`src/rtl/pwm_setpoint_ramp_pkg.sv`:
```
`default_nettype none
// ============================================================================
// Module   : pwm_setpoint_ramp_pkg
// Purpose  : Shared constants and FSM encoding for the PWM setpoint slew
//            limiter. FRAC_BITS is the fraction size shared with the
//            fractional PWM stage.
// Ports    : none (package)
// Revision : 1.0 - initial release
// ============================================================================
package pwm_setpoint_ramp_pkg;

    // Fractional duty bits; must match the downstream PWM fraction size.
    localparam int FRAC_BITS  = 3;

    // Default integer duty width (matches PWM No/N/mf width).
    localparam int DUTY_WIDTH = 17;

    // Ramp controller states, 2-bit encoding.
    typedef enum logic [1:0] {
        RAMP_IDLE = 2'd0,
        RAMP_ARM  = 2'd1,
        RAMP_RUN  = 2'd2
    } ramp_state_t;

endpackage : pwm_setpoint_ramp_pkg
`default_nettype wire

```
`src/rtl/pwm_setpoint_ramp_step.sv`:
```
`default_nettype none
// ============================================================================
// Module   : pwm_setpoint_ramp_step
// Purpose  : Combinational saturating step toward a target duty. Produces the
//            setpoint after one period's move and flags when that move lands
//            exactly on the (ceiling-limited) target.
// Ports    : cur      in  WIDTH+FRAC  present setpoint, Q.FRAC unsigned
//            tgt      in  WIDTH+FRAC  registered target, Q.FRAC unsigned
//            step     in  WIDTH+FRAC  max move per period; 0 = full jump
//            ceil     in  WIDTH+FRAC  duty ceiling {No, FRAC'b0}
//            next_cur out WIDTH+FRAC  setpoint after this period's move
//            reached  out 1           next_cur equals min(tgt, ceil)
// Revision : 1.0 - initial release
// ============================================================================
module pwm_setpoint_ramp_step #(
    parameter int WIDTH = 17,
    parameter int FRAC  = 3
) (
    input  logic [WIDTH+FRAC-1:0] cur,
    input  logic [WIDTH+FRAC-1:0] tgt,
    input  logic [WIDTH+FRAC-1:0] step,
    input  logic [WIDTH+FRAC-1:0] ceil,
    output logic [WIDTH+FRAC-1:0] next_cur,
    output logic                  reached
);

    localparam int DW = WIDTH + FRAC;

    logic [DW-1:0]        w_eff_tgt;
    logic signed [DW:0]   w_diff;
    logic [DW:0]          w_abs;
    logic [DW:0]          w_move;
    logic signed [DW:0]   w_sum;

    always_comb begin
        // The ceiling may have dropped below the registered target since the
        // target was accepted; never aim above the present ceiling.
        w_eff_tgt = (tgt > ceil) ? ceil : tgt;

        w_diff = $signed({1'b0, w_eff_tgt}) - $signed({1'b0, cur});
        w_abs  = w_diff[DW] ? $unsigned(-w_diff) : $unsigned(w_diff);

        // step == 0 means "jump"; a step larger than the gap must not overshoot.
        if ((step == '0) || ({1'b0, step} > w_abs)) begin
            w_move = w_abs;
        end else begin
            w_move = {1'b0, step};
        end

        if (w_diff[DW]) begin
            w_sum = $signed({1'b0, cur}) - $signed(w_move);
        end else begin
            w_sum = $signed({1'b0, cur}) + $signed(w_move);
        end

        // Saturate at both rails; a setpoint above the ceiling is pulled
        // straight down to it regardless of step.
        if (cur > ceil) begin
            next_cur = ceil;
        end else if (w_sum < 0) begin
            next_cur = '0;
        end else if (w_sum > $signed({1'b0, ceil})) begin
            next_cur = ceil;
        end else begin
            next_cur = w_sum[DW-1:0];
        end

        reached = (next_cur == w_eff_tgt);
    end

endmodule : pwm_setpoint_ramp_step
`default_nettype wire

```
`src/rtl/pwm_setpoint_ramp.sv`:
```
`default_nettype none
// ============================================================================
// Module   : pwm_setpoint_ramp
// Purpose  : Slew-rate limiter ahead of the fractional PWM stage. Accepts a
//            target duty (Q(WIDTH).FRAC) and steps the live setpoint toward it
//            once per PWM period, so the PWM never sees a mid-period change.
// Ports    : clk          in  1           system clock
//            rst          in  1           asynchronous active-high reset
//            period_tick  in  1           PWM period boundary pulse
//            no_limit     in  WIDTH       period divider No (duty ceiling)
//            tgt_valid    in  1           target offer
//            tgt_ready    out 1           target accept (always 1)
//            tgt_duty     in  WIDTH+FRAC  target duty, Q.FRAC unsigned
//            step         in  WIDTH+FRAC  max change per period; 0 = jump
//            n_out        out WIDTH       integer setpoint -> PWM N
//            mf_out       out WIDTH       fractional setpoint -> PWM mf
//            busy         out 1           ramp in progress
//            done         out 1           one-cycle pulse when target reached
//            clamped      out 1           last accepted target hit the ceiling
// Revision : 1.0 - initial release
// ============================================================================
module pwm_setpoint_ramp
    import pwm_setpoint_ramp_pkg::*;
#(
    parameter int WIDTH = DUTY_WIDTH,
    parameter int FRAC  = FRAC_BITS
) (
    input  logic                  clk,
    input  logic                  rst,
    input  logic                  period_tick,
    input  logic [WIDTH-1:0]      no_limit,
    input  logic                  tgt_valid,
    output logic                  tgt_ready,
    input  logic [WIDTH+FRAC-1:0] tgt_duty,
    input  logic [WIDTH+FRAC-1:0] step,
    output logic [WIDTH-1:0]      n_out,
    output logic [WIDTH-1:0]      mf_out,
    output logic                  busy,
    output logic                  done,
    output logic                  clamped
);

    localparam int DW = WIDTH + FRAC;

    ramp_state_t   r_state;
    ramp_state_t   w_state_nxt;

    logic [DW-1:0] r_cur;
    logic [DW-1:0] r_tgt;
    logic          r_done;
    logic          r_clamped;

    logic [DW-1:0] w_cur_nxt;
    logic [DW-1:0] w_tgt_nxt;
    logic          w_done_nxt;
    logic          w_clamped_nxt;

    logic [DW-1:0] w_ceil;
    logic [DW-1:0] w_acc_tgt;
    logic          w_acc_clamp;
    logic [DW-1:0] w_old_tgt_lim;
    logic [DW-1:0] w_step_cur;
    logic          w_step_reached;
    logic          w_land;

    assign w_ceil        = {no_limit, {FRAC{1'b0}}};
    assign w_acc_clamp   = (tgt_duty > w_ceil);
    assign w_acc_tgt     = w_acc_clamp ? w_ceil : tgt_duty;
    assign w_old_tgt_lim = (r_tgt > w_ceil) ? w_ceil : r_tgt;

    // The step always works from the target registered before this cycle; a
    // target accepted on a tick only takes effect from the next period.
    pwm_setpoint_ramp_step #(
        .WIDTH (WIDTH),
        .FRAC  (FRAC)
    ) u_step (
        .cur      (r_cur),
        .tgt      (r_tgt),
        .step     (step),
        .ceil     (w_ceil),
        .next_cur (w_step_cur),
        .reached  (w_step_reached)
    );

    // When a new target arrives with the tick, completion is judged against
    // the new target, not the one the step was computed for.
    assign w_land = tgt_valid ? (w_step_cur == w_acc_tgt) : w_step_reached;

    always_ff @(posedge clk or posedge rst) begin
        if (rst) begin
            r_state <= RAMP_IDLE;
        end else begin
            r_state <= w_state_nxt;
        end
    end

    always_comb begin
        w_state_nxt   = r_state;
        w_cur_nxt     = r_cur;
        w_tgt_nxt     = r_tgt;
        w_done_nxt    = 1'b0;
        w_clamped_nxt = r_clamped;

        if (tgt_valid) begin
            w_tgt_nxt     = w_acc_tgt;
            w_clamped_nxt = w_acc_clamp;
        end

        case (r_state)
            RAMP_IDLE: begin
                // Ticks are ignored here; only a target that differs from
                // the live setpoint starts a ramp.
                if (tgt_valid && (w_acc_tgt != r_cur)) begin
                    w_state_nxt = RAMP_ARM;
                end
            end

            RAMP_ARM, RAMP_RUN: begin
                if (period_tick) begin
                    w_cur_nxt = w_step_cur;
                    if (!tgt_valid) begin
                        w_tgt_nxt = w_old_tgt_lim;
                    end
                    if (w_land) begin
                        w_state_nxt = RAMP_IDLE;
                        w_done_nxt  = 1'b1;
                    end else begin
                        w_state_nxt = RAMP_RUN;
                    end
                end
            end

            default: begin
                w_state_nxt = RAMP_IDLE;
            end
        endcase
    end

    always_ff @(posedge clk or posedge rst) begin
        if (rst) begin
            r_cur     <= '0;
            r_tgt     <= '0;
            r_done    <= 1'b0;
            r_clamped <= 1'b0;
        end else begin
            r_cur     <= w_cur_nxt;
            r_tgt     <= w_tgt_nxt;
            r_done    <= w_done_nxt;
            r_clamped <= w_clamped_nxt;
        end
    end

    assign tgt_ready = 1'b1;
    assign n_out     = r_cur[DW-1:FRAC];
    assign mf_out    = {{(WIDTH-FRAC){1'b0}}, r_cur[FRAC-1:0]};
    assign busy      = (r_state != RAMP_IDLE);
    assign done      = r_done;
    assign clamped   = r_clamped;

endmodule : pwm_setpoint_ramp
`default_nettype wire

```
`config.mk`:
```
export PLATFORM = sky130hd
export DESIGN_NAME = pwm_setpoint_ramp
export DESIGN_NICKNAME = d
export VERILOG_FILES = /design/src/rtl/pwm_setpoint_ramp_pkg.sv /design/src/rtl/pwm_setpoint_ramp_step.sv /design/src/rtl/pwm_setpoint_ramp.sv
export SDC_FILE = /design/constraint.sdc
export NUM_CORES = 1
export LEC_CHECK = 0
export CAP_MARGIN = 25
export CORE_MARGIN = 10
export CORE_UTILIZATION = 39
export CTS_BUF_LIST = sky130_fd_sc_hd__clkbuf_2
export DETAILED_ROUTE_END_ITERATION = 16
export SKIP_LAST_GASP = 1
export SLEW_MARGIN = 20
export SYNTH_ARGS = -nofsm -noshare
export SYNTH_HDL_FRONTEND = slang
export SYNTH_SLANG_ARGS = --single-unit
```
`constraint.sdc`:
```
create_clock -name clk -period 14.2 [get_ports clk]
set_input_delay 2.13 -clock clk [delete_from_list [all_inputs] [get_ports clk]]
set_output_delay 2.13 -clock clk [all_outputs]
set_load 0.05 [all_outputs]
```
Word level (Yosys, flattened, before mapping)
Index checks and enable logic that the tools add are counted.
Widths: inputs -> output; s select.
{"block": "op_classes", "order_cmp": 6, "mux": 20, "n_addsub": 4, "eq_ne": 7, "reduce_logical": 8}
{"op": "$mux 20", "n": 9}
{"op": "$mux 21", "n": 3}
{"op": "$gt 20x20->1", "n": 3}
{"op": "$eq 20x20->1", "n": 2}
{"op": "$add 21x21->21", "n": 1}
{"op": "$gt 20x21->1", "n": 1}
{"op": "$gt 21x21->1", "n": 1}
{"op": "$lt 21x1->1 const B", "n": 1}
{"op": "$neg 21->21", "n": 1}
{"op": "$sub 20x20->21", "n": 1}
{"op": "$sub 21x21->21", "n": 1}
{"op": "$logic_not 20->1", "n": 1}
{"op": "$ne 20x20->1", "n": 1}
{"op": "$mux 2", "n": 3}
{"op": "$mux 1", "n": 4}
{"op": "$ne 2x2->1 const B", "n": 2}
{"op": "$pmux 2 s2", "n": 1}
{"op": "$reduce_and 2->1", "n": 2}
{"op": "$eq 2x1->1 const B", "n": 1}
{"op": "$eq 2x2->1 const B", "n": 1}
{"op": "$logic_not 2->1", "n": 1}
{"op": "$reduce_bool 2->1", "n": 1}
{"op": "$reduce_or 2->1", "n": 1}
{"op": "$logic_and 1x1->1", "n": 1}
{"op": "$logic_or 1x1->1", "n": 1}
{"block": "word_totals", "regBits": 44, "in_bits": 61, "out_inout_bits": 38}

Depth between registers and ports, before layout
{"block": "logic_depth", "ltp_word": 19, "depth_mapped": 69, "mapped_depth_nobuf": 62}

By module
Synthesis repeated with hierarchy kept, for this count alone.
{"block": "hier_totals", "cells_unflattened": 1559, "hier_area_um2": 11443.5}
{"module": "pwm_setpoint_ramp_step", "cells_per_inst": 1048, "area_per_inst_um2": 7149.4, "seq_area_each_um2": 0.0, "instances": 1}
{"module": "pwm_setpoint_ramp", "cells_per_inst": 511, "area_per_inst_um2": 4294.1, "seq_area_each_um2": 1101.1, "instances": 1}

Worst setup path after synthesis
No wires, ideal clock.
{"block": "synth_path", "kind": "input -> register", "startpoint": "input no_limit[10]", "endpoint": "register r_state[1]", "path_slack_ps": -901, "path_buffers": 12, "arrival_time_ps": 14971, "t_required_ps": 14071, "cell_stages": 65, "cell_sequence": "inv_1 ha_1 a21o_1 a21o_1 a21o_1 a2111oi_0 o32ai_1 o21ai_1 clkbuf_1 buf_1 mux2i_1 inv_1 ha_1 o21a_1 a21boi_2 o2111ai_1 nand2_1 a311o_1 [29 not listed] a311oi_1 a21o_1 a21oi_1 xnor2_1 ha_1 nand2_1 nor4_1 a21oi_1 nor2_1 buf_1 mux2i_1 xnor2_1 o32ai_1 inv_1 o32ai_1 a22oi_1 or4_1 o41a_1"}
{"block": "synth_via", "elab_chain_cells": 19, "word_cells_on_any_way": 29}
{"item": "start: declaration", "line_no": "pwm_setpoint_ramp.sv:31", "text": "input logic [WIDTH-1:0] no_limit,"}
{"item": "$gt 20x20->1", "line_no": "pwm_setpoint_ramp_step.sv:38", "text": "w_eff_tgt = (tgt > ceil) ? ceil : tgt;"}
{"item": "$mux 20", "line_no": "pwm_setpoint_ramp_step.sv:38"}
{"item": "$sub 20x20->21", "line_no": "pwm_setpoint_ramp_step.sv:40", "text": "w_diff = $signed({1'b0, w_eff_tgt}) - $signed({1'b0, cur});"}
{"item": "$neg 21->21", "line_no": "pwm_setpoint_ramp_step.sv:41", "text": "w_abs = w_diff[DW] ? $unsigned(-w_diff) : $unsigned(w_diff);"}
{"item": "$mux 21", "line_no": "pwm_setpoint_ramp_step.sv:41"}
{"item": "$gt 20x21->1", "line_no": "pwm_setpoint_ramp_step.sv:44", "text": "if ((step == '0) || ({1'b0, step} > w_abs)) begin"}
{"item": "$logic_or 1x1->1", "line_no": "pwm_setpoint_ramp_step.sv:44"}
{"item": "$mux 21", "line_no": "pwm_setpoint_ramp_step.sv:44"}
{"item": "[3 not listed]"}
{"item": "$mux 20", "line_no": "pwm_setpoint_ramp_step.sv:62", "text": "end else if (w_sum > $signed({1'b0, ceil})) begin"}
{"item": "$mux 20", "line_no": "pwm_setpoint_ramp_step.sv:60", "text": "end else if (w_sum < 0) begin"}
{"item": "$mux 20", "line_no": "pwm_setpoint_ramp_step.sv:58", "text": "if (cur > ceil) begin"}
{"item": "$eq 20x20->1, on equally long branches", "line_no": "pwm_setpoint_ramp_step.sv:68, pwm_setpoint_ramp.sv:87"}
{"item": "$mux 1", "line_no": "pwm_setpoint_ramp.sv:87", "text": "assign w_land = tgt_valid ? (w_step_cur == w_acc_tgt) : w_step_reached;"}
{"item": "$mux 2", "line_no": "pwm_setpoint_ramp.sv:124", "text": "if (w_land) begin"}
{"item": "$mux 2", "line_no": "pwm_setpoint_ramp.sv:119", "text": "if (period_tick) begin"}
{"item": "$pmux 2 s2", "line_no": "pwm_setpoint_ramp.sv:109", "text": "case (r_state)"}
{"item": "end signal: assignment", "line_no": "pwm_setpoint_ramp.sv:93", "text": "r_state <= w_state_nxt;"}
{"item": "end: declaration", "line_no": "pwm_setpoint_ramp.sv:45", "text": "ramp_state_t r_state;"}
Parallel ways exist; a longest one is shown, timed or not. The select of a mux whose other input is x is not followed.
A chain may end at the register's enable or synchronous reset.

Worst setup path after layout
{"block": "layout_path", "startpoint": "input no_limit[12]", "endpoint": "register r_state[1]"}
Same word-level chain as after synthesis.

==> results.sh <==
export IMPL_post_synth_num_cell_types=98
export IMPL_tightest_slew_ps=892.7
export IMPL_numCtsBuffers=5
export IMPL_placed_area_mm2=0.01347
export IMPL_ctsLongestPathBuffers=2
export IMPL_synth_mux_area_share_pct=7.037
export IMPL_synth_adder_area_share_pct=17.33
export IMPL_period_needed_ps=13720
export IMPL_ys_ff_latch=44
export IMPL_fp_dieH_um=178.8
export IMPL_grt_pass1_vias=10810
export IMPL_design_area_mm2=0.01418
export IMPL_seq_area_frac_synth_pct=11.20
export IMPL_coreArea_mm2=0.02496
export IMPL_fin_cells=2030
export IMPL_syn_to_final_growth_pct=44.24
export IMPL_max_cap_viol_count=0
export IMPL_async_reset_ff_share_pct=100.0
export IMPL_cts_tree="built"
export IMPL_end_kind="register"
export IMPL_cpMaxStageDelayCell="clkdlybuf4s50_1"
export IMPL_synth_cells=1298
export IMPL_setup_viol=0
export IMPL_max_freq_mhz=72.87
export IMPL_drcViolationCount=0
export IMPL_clock_sinks=44
export IMPL_netlist_area_mm2=0.009833
export IMPL_max_slew_margin_pct=39.86
export IMPL_ant_nets=0
export IMPL_syn_area_per_cell_um2=7.576
export IMPL_status="completed"
export IMPL_routed_wirelength_um=41930
export IMPL_hpwl_um=34730
export IMPL_drive_gt1_share_pct=29.08
export IMPL_wl_per_cell_um=20.66
export IMPL_crit_fanout=28
export IMPL_clk_latency_ps=510
export IMPL_synth_edf_count=0
export IMPL_crit_buf_inv=10
export IMPL_die_x_um=178.8
export IMPL_synth_top_family_by_area="compound AO/OA/AOI/OAI gates"
export IMPL_grt_ovfl_total=0
export IMPL_gp_congestion=1.011
export IMPL_critical_path_top_delay_family="compound AO/OA/AOI/OAI gates"
export IMPL_hold_worst_slack_ps=542.8
export IMPL_path_common_cell="buf_4"
export IMPL_synthXorXnorAreaFrac_pct=8.627
export IMPL_ys_flop_type="dfrtp_1"
export IMPL_clk_pin_slew_worst_paths_ps=310
export IMPL_yosys_warnings=0
export IMPL_drv_slew=0
export IMPL_io_buffers=83
export IMPL_antenna_found_initial=1
export IMPL_worstSetupPathType="input port to register"
export IMPL_worstPathRequired_ps=14610
export IMPL_drt_iter0_markers=986
export IMPL_fin_nets=1895
export IMPL_std_cell_rows=58
export IMPL_slowest_delay_ps=600
export IMPL_htreeDepth=2
export IMPL_dp_cells=2010
export IMPL_skew_ps=51.13
export IMPL_finalHoldViolations=0
export IMPL_root_buffer="clkbuf_2"
export IMPL_synth_compound_area_share_pct=28.27
export IMPL_critPathLaunchType="input port"
export IMPL_grt_max_degree=73
export IMPL_synthSimpleGateAreaFrac_pct=21.10
export IMPL_hold_class="register to register"
export IMPL_vias=11630
export IMPL_grt_usage_pct=24.92
export IMPL_arrival_ps=14130
export IMPL_start_util_pct=39.39
export IMPL_dieArea_mm2=0.03196
export IMPL_io_pins=99
export IMPL_via_per_inst=5.727
export IMPL_fin_crit_sh_pct=96.64
export IMPL_grt_pass1_wl_um=61840
export IMPL_drtPass1Iterations=8
registers in the layout, summed over array words and instances, names as in the netlist:
name	cells
r_tgt	20
r_cur	20
clamped	1
done	1
r_state	2
Yosys cell counts (all sizes together), types with 15 or more instances:
cell type  count  area (µm²)
nand2        112       420.4
xnor2         61       541.8
nor3          23       120.1
nand4         27       175.2
o21ai         83       419.2
ha           133        1664
xor2          32       306.5
buf           25       178.9
a21o          38       285.3
nand2b        17       106.4
inv           86       322.8
nor2         119       454.2
nand3         22       110.1
o21a          19       142.6
nor2b         18       112.6
clkbuf        33       123.9
o31ai         15       112.6
dfrtp         44        1101
mux2i         62       624.4
a21oi        106       534.3
through the flow:
stage          TNS [ps]  utilization, %  setup slack (ps)
4_1_cts               0           54.49             37.05
5_1_grt          -50.92           56.82            -50.92
3_3_place_gp     -909.2           53.87            -524.4
6_report              0           56.82             476.6
2_1_floorplan         0               -             10.38
3_5_place_dp      -1373           53.95            -775.3
routing by layer:
layer / GRT usage [%] / part of all wire (%)
met1: 32.17 / 42
met2: 40.80 / 46
met3: 2.317 / 6.0
met4: 12.13 / 5.1
met5: 0 / 0
layout by cell type, fill, tap and decap left out, drive strengths merged, types with 8 or more instances in the layout:
| cell | Yosys | final |
|---|---|---|
| o31ai | 15 | 15 |
| nor2b | 18 | 18 |
| or3 | 11 | 11 |
| mux2i | 62 | 62 |
| inv | 86 | 86 |
| clkdlybuf4s50 | 0 | 78 |
| a31oi | 14 | 14 |
| nand2b | 17 | 17 |
| a211oi | 10 | 10 |
| a221oi | 9 | 9 |
| ha | 133 | 133 |
| o21ai | 83 | 83 |
| o21a | 19 | 19 |
| a21boi | 8 | 8 |
| a21oi | 106 | 106 |
| xor2 | 32 | 32 |
| nand3 | 22 | 22 |
| conb | 2 | 15 |
| o211ai | 14 | 14 |
| a21o | 38 | 38 |
| xnor2 | 61 | 61 |
| and2 | 8 | 8 |
| nand4 | 27 | 27 |
| nor4 | 14 | 14 |
| and3 | 9 | 9 |
| dfrtp | 44 | 44 |
| buf | 25 | 357 |
| nand2 | 112 | 112 |
| nor2 | 119 | 119 |
| nor3b | 8 | 8 |
| nor3 | 23 | 23 |
path summary, 6_finish.rpt:
check | from | end | slack [ps] | cells past startpoint
worst max register to register | r_tgt[13] | r_state[1] | 1990 | 57
min in group asynchronous | rst | r_tgt[16] | 1890 | 2
worst min register to register | clamped | clamped | 540 | 2
max in group asynchronous | rst | r_cur[14] | 11770 | 3
worst max-delay path | no_limit[12] | r_state[1] | 480 | 57
worst min-delay path | clamped | clamped | 540 | 2
repair_timing:
item	CTS	global route
buffers inserted	1	11
pin swaps	2	45
gates resized for setup	10	115
hold buffers	0	0
endpoints found under the setup margin	2	6
hold endpoints to repair	0	0
cloned	0	0
cell families after synthesis:
| logic type | Yosys count |
|---|---|
| mux | 68 |
| flops | 44 |
| xor+xnor | 93 |
| simple gates | 413 |
| buf+inv | 144 |
| other cells | 2 |
| fa+ha+maj | 135 |
| compound gates | 399 |
area by class of cell:
class	instances	area, µm²
fillers	2330	10780
multi-input cells	1123	8700
repair buffers	439	3560
flip-flops and latches	44	1101
well taps	330	412.9
inverters	86	322.8
clock inverters	2	60.06
clock buffers	5	25.02
diodes	1	2.502
worst reg2reg max path, delay by kind of cell, from the launching register on:
kind / cells / cell delay (ps)
AND/OR/NAND/NOR: 15 / 2650
AO/OA/AOI/OAI: 24 / 5180
adder cells (fa/ha/maj): 6 / 1870
flip-flops: 1 / 480
multiplexers: 1 / 190
buffers and inverters: 8 / 1190
XOR/XNOR: 3 / 600
Power is not shown: default switching activity piles up to over one toggle a cycle in this logic, so the estimate is an artifact.
